--- src/rtl/sipo_frame_ctrl.sv ---
// sipo_frame_ctrl: framed serial receiver with start/stop checking and a valid/ready holding register.
module sipo_frame_ctrl #(
  parameter int WIDTH = 4
) (
  input  logic             clk,
  input  logic             rst,
  input  logic             sin,
  input  logic             out_ready,
  input  logic             clr_ovr,
  output logic [WIDTH-1:0] pout,
  output logic             out_valid,
  output logic             busy,
  output logic             frame_err,
  output logic             overrun
);
  localparam int CW = (WIDTH > 1) ? $clog2(WIDTH) : 1;
  localparam logic [CW-1:0] LAST = CW'(WIDTH - 1);
  typedef enum logic [1:0] {IDLE, DATA, STOP} state_t;
  state_t state_q;
  logic [CW-1:0] cnt_q;
  logic [WIDTH-1:0] shreg_q, pout_q;
  logic valid_q, busy_q, ferr_q, ovr_q;
  logic good, take;
  assign good = (state_q == STOP) && !sin;
  // a full holding register may still take the new word if it is being consumed on this edge
  assign take = !valid_q || out_ready;
  always_ff @(posedge clk) begin
    if (rst) begin
      state_q <= IDLE;
      cnt_q   <= '0;
      shreg_q <= '0;
      pout_q  <= '0;
      valid_q <= 1'b0;
      busy_q  <= 1'b0;
      ferr_q  <= 1'b0;
      ovr_q   <= 1'b0;
    end else begin
      ferr_q <= 1'b0;
      case (state_q)
        IDLE: if (sin) begin
          state_q <= DATA;
          cnt_q   <= '0;
          busy_q  <= 1'b1;
        end
        DATA: begin
          shreg_q <= {sin, shreg_q[WIDTH-1:1]};
          cnt_q   <= (cnt_q == LAST) ? '0 : cnt_q + 1'b1;
          state_q <= (cnt_q == LAST) ? STOP : DATA;
        end
        STOP: begin
          state_q <= IDLE;
          busy_q  <= 1'b0;
          ferr_q  <= sin;
        end
        default: state_q <= IDLE;
      endcase
      if (good && take) begin
        pout_q  <= shreg_q;
        valid_q <= 1'b1;
      end else if (valid_q && out_ready) begin
        valid_q <= 1'b0;
      end
      ovr_q <= (good && !take) || (ovr_q && !clr_ovr);
    end
  end
  assign pout      = pout_q;
  assign out_valid = valid_q;
  assign busy      = busy_q;
  assign frame_err = ferr_q;
  assign overrun   = ovr_q;
endmodule

--- config.mk ---
export PLATFORM = sky130hd
export DESIGN_NAME = sipo_frame_ctrl
export DESIGN_NICKNAME = d
export VERILOG_FILES = /design/src/rtl/sipo_frame_ctrl.sv
export SDC_FILE = /design/constraint.sdc
export NUM_CORES = 1
export LEC_CHECK = 0
export ABC_CLOCK_PERIOD_IN_PS = 1300
export CAP_MARGIN = 20
export CORE_MARGIN = 2
export CORE_UTILIZATION = 25
export DETAILED_ROUTE_END_ITERATION = 16
export GPL_ROUTABILITY_DRIVEN = 0
export PLACE_DENSITY_LB_ADDON = 0.08
export SETUP_SLACK_MARGIN = 0.05
export SLEW_MARGIN = 20
export SYNTH_ARGS = -nofsm -noshare
export SYNTH_HDL_FRONTEND = slang
export SYNTH_SLANG_ARGS = --single-unit
export TNS_END_PERCENT = 5
--- constraint.sdc ---
create_clock -name clk -period 1.3 [get_ports clk]
set_clock_uncertainty 0.2 [all_clocks]
set_input_delay 0.13 -clock clk [delete_from_list [all_inputs] [get_ports clk]]
set_output_delay 0.13 -clock clk [all_outputs]
set_load 0.01 [all_outputs]
Yosys cells after proc, flatten, opt, wreduce, memory -nomap -nowiden
Index checks and enable logic that the tools add are counted.
{"block": "totals", "reg_bits": 16, "in_bits": 5, "output_inout_bits": 8, "elab_cells": 42}
{"block": "classes", "n_bitwise": 1, "n_addsub": 1, "reduce_logical": 18, "n_mux": 10, "eq_ne": 4}
{"operator": "2-bit 2-to-1 mux", "count": 4}
{"operator": "2-bit one-hot mux with 2 select lines", "count": 2}
{"operator": "2-bit nonzero test", "count": 3}
{"operator": "1-bit logical AND", "count": 5}
{"operator": "2-bit equality test (second input constant)", "count": 2}
{"operator": "1-bit logical NOT", "count": 4}
{"operator": "2-bit AND reduction", "count": 2}
{"operator": "1-bit 2-to-1 mux", "count": 3}
{"operator": "2-bit by 1-bit adder with 2-bit output (second input constant)", "count": 1}
{"operator": "2-bit by 1-bit equality test with 1-bit output (second input constant)", "count": 1}
{"operator": "2-bit logical NOT", "count": 1}
{"operator": "1-bit logical OR", "count": 2}
{"operator": "2-bit != test (second input constant)", "count": 1}
{"operator": "1-bit one-hot mux with 2 select lines", "count": 1}
{"operator": "2-bit OR reduction", "count": 1}
{"operator": "1-bit NOT", "count": 1}

Longest topological paths before layout
{"block": "logic_depth", "word_depth": 5, "depth_mapped": 4, "ltp_nobuf": 4}

Worst setup path after synthesis
Ideal clock, no wire load.
{"block": "synth_timing", "path_kind": "flip-flop to flip-flop", "from": "reg state_q[1]", "to": "reg pout_q[1] (netlist: pout[1])", "setup_slack_ns": -0.038, "stages_incl_launch_ff": 5, "setup_time_ns": 0.132, "n_path_buf": 1, "period_less_slack_ns": 1.338, "arrival_time_ns": 1.006, "required_time_ns": 0.968, "path_cell_list": "dfxtp_1 > buf_4 > or3b_4 > o21ai_1 > a21oi_1"}
{"block": "synth_via", "elab_chain_cells": 3}
{"element": "start: declaration", "line_no": "19", "rtl": "state_t state_q;"}
{"element": "start signal: assignment", "line_no": "48", "rtl": "state_q <= (cnt_q == LAST) ? STOP : DATA;"}
{"element": "2-bit equality test", "line_no": "24", "rtl": "assign good = (state_q == STOP) && !sin;"}
{"element": "1-bit logical AND", "line_no": "24"}
{"element": "1-bit logical AND", "line_no": "57", "rtl": "if (good && take) begin"}
{"element": "end signal: assignment", "line_no": "58", "rtl": "pout_q <= shreg_q;"}
{"element": "end: declaration", "line_no": "21", "rtl": "logic [WIDTH-1:0] shreg_q, pout_q;"}
Every way passes these cells.
A chain may end at the register's enable or synchronous reset.

Worst setup path in the final report
{"block": "layout_timing", "from": "reg state_q[0]", "to": "reg pout_q[3] (netlist: pout[3])"}
Same word-level chain as after synthesis.

==> flow_metrics.py <==
metrics = {
    "worst_hold_path": {
        "worstHoldPathType": "input pin to flop",
    },
    "yosys": {
        "synth_edf_count": 0,
        "yosysWarnings": 0,
        "synth_fp_nets": 72,
        "yosysTopAreaCell": "dfxtp_1",
        "synth_commonest_cells": "16 x dfxtp_1, 10 x a21oi_1, 8 x nand2_1, 5 x nor2_1",
        "async_flop_share_pct": 0,
        "synthCells": 66,
        "yosys.cell_count.top_type": "dfxtp_1",
        "synth_ff_type": "dfxtp_1",
        "synth_top_area_share_pct": 53.6,
        "synth_area_um2": 598,
        "yosysUniqueCellTypes": 20,
        "synth_seq_cells": 16,
        "synth-seq-area-share_pct": 53.6,
        "synthTopCellsByArea": "dfxtp_1 54%, a21oi_1 8.4%, nand2_1 5.0%",
        "postSynthAreaPerCell_um2": 9.06,
    },
    "placement": {
        "port_buffers": 12,
        "place_area_um2": 796,
        "placedCellCount": 111,
        "dp_slack_ps": -228,
        "hpwl_um": 931,
    },
    "routing": {
        "drt-wirelength-per-cell_um": 11.0,
        "vias": 529,
        "drc_errors": 0,
        "drt_iter0_drc": 9,
        "routed_via_density": 4.60,
        "drt_wl_total_um": 1270,
        "drtAntennaViolNets": 0,
        "drtPass1Iterations": 4,
    },
    "critical_path": {
        "arrival_ps": 1270,
        "end_kind": "flop",
        "required_ps": 1280,
        "path_class": "flop to flop",
        "worst_setup_path_start_kind": "flop",
        "worst-path-max-fanout": 6,
    },
    "sta": {
        "period_minus_slack_ps": 1290,
        "tightest_slew_ps": 300,
        "fmax_mhz": 773,
        "rsz0062_at_grt": "yes",
        "timing.final.hold_violations": 0,
        "finalCritPeriodShare_pct": 99.5,
        "finalHoldWorstSlack_ps": 265,
        "fin_ws_ps": 5.96,
        "max-slew-margin-rel_pct": 80.0,
        "finalSetupViolations": 0,
        "slew_violations": 0,
    },
    "floorplanning": {
        "row_count": 17,
        "io_pins": 13,
        "start_util_pct": 26.8,
        "core_um2": 2230,
        "die_h_um": 52.9,
        "die_x_um": 52.9,
        "die_area_um2": 2800,
    },
    "grt": {
        "track_usage_pct": 10.8,
        "met1_usage_pct": 12.0,
        "grt-ovfl-total": 0,
        "grt_util_met2_pct": 17.3,
        "grt_use_met3_pct": 5.08,
        "busiest_layer": "met2",
        "antenna_found_initial": 0,
        "grt_pass1_vias": 505,
        "grt_max_degree": 10,
        "grt_pass1_wl_um": 2120,
    },
    "final_layout": {
        "stdcell_area_um2": 828,
        "drive_gt1_share_pct": 27.6,
        "fin_util_pct": 37.1,
        "syn2layout_area_growth_pct": 38.5,
        "nFillCells": 251,
        "stdcell_count": 115,
        "final_nets": 94,
        "antenna_cells": 0,
    },
    "cts": {
        "htree_levels": 1,
        "clkTransAtPathRegs_ps": 90,
        "clock-sinks": 16,
        "cts_setup_buffers": 0,
        "holdBufCountCts": 0,
        "clkLatencyLatePin_ps": 280,
        "root_buffer": "clkbuf_4",
        "clk_path_buf_depth": 2,
        "numCtsBuffers": 3,
        "cts_tree": "done",
    },
    "outcome": {
        "status": "finished clean",
    },
    "power_and_ir_drop": {
        "p_leak_uw": 0.000329,
        "powerDensity_nw_per_um2": 1100,
        "ir_drop_uv": 642,
    },
    "run": {
        "maxCapViolCount": 0,
    },
}
## sequential cells by signal, summed over array words and instances (netlist names)
register   cells
busy           1
state_q        2
cnt_q          2
out_valid      1
overrun        1
pout           4
frame_err      1
shreg_q        4
## cell type report
cell class | instances | area [µm²] | share of cell area (%)
clock buffer | 4 | 36.3 | 4.38
multi-input combinational | 46 | 280 | 33.8
tap | 28 | 35.0 | 4.23
inverter | 2 | 7.51 | 0.906
sequential | 16 | 323 | 39.0
timing repair buffer | 19 | 146 | 17.7
## per-stage QoR
stage	total power (µW)	setup TNS (ps)
3_3_place_gp	595	-1420
6_report	915	0
4_1_cts	929	0
5_1_grt	963	-69.3
2_1_floorplan	551	-35.6
3_5_place_dp	595	-1510
## per-layer routing
layer | wire, µm | vias to the layer above
met1 | 611 | 241
met2 | 565 | 10
li1 | - | 276
met4 | 17 | 0
met5 | 0 | -
met3 | 73 | 2
## report_power, final
part / leakage, µW / switching, µW / internal (µW)
clock network: 0.0000210 / 156 / 171
logic: 0.000177 / 38.4 / 39.3
registers: 0.000131 / 8.97 / 501
total: 0.000329 / 204 / 711
## worst max-delay path, cell delays in order, from the launching register on
cell,delay [ps]
dfxtp_2,350
or3b_4,420
o21ai_1,140
a21oi_1,80
## cells by family after synthesis
family          share of synthesized area [%]
compound gates                           18.2
fa+ha+maj                                2.09
simple gates                             23.0
flops                                    53.6
buf+inv                                  3.14
## placed cells by master, fill, tap and decap left out
cell type / instances
o21ai_2: 1
nand4_1: 4
o21ai_1: 3
nand2_1: 8
clkbuf_4: 3
a21oi_1: 9
o21bai_2: 1
a211oi_1: 1
clkbuf_8: 1
buf_4: 7
a21oi_2: 1
dfxtp_2: 2
clkbuf_2: 5
ha_1: 1
or3b_4: 1
clkdlybuf4s50_1: 4
dfxtp_1: 14
nand2b_1: 2
nor2b_1: 3
and3b_1: 1
a2bb2oi_1: 1
nor3_1: 1
nor2_1: 5
inv_1: 2
nor3b_1: 1
clkdlybuf4s15_1: 2
a22oi_2: 2
dlygate4sd2_1: 1
## repair_timing
item,4_1_cts,5_1_grt
setup endpoints to repair,13,15
pin swaps,1,1
gates resized for setup,9,17
## worst paths after layout
path | end | start | slack, ps | depth (start not counted)
hold / removal | overrun$_SDFF_PP0_ | clr_ovr | 260 | 4
hold reg to reg | shreg_q[0]$_SDFFE_PP0P_ | shreg_q[0]$_SDFFE_PP0P_ | 270 | 2
setup reg to reg | pout[3]$_SDFFE_PP0P_ | state_q[0]$_SDFFE_PP0P_ | 6 | 3
setup / recovery | pout[3]$_SDFFE_PP0P_ | state_q[0]$_SDFFE_PP0P_ | 6 | 3
Note: power is estimated with default switching activity, not from simulation.
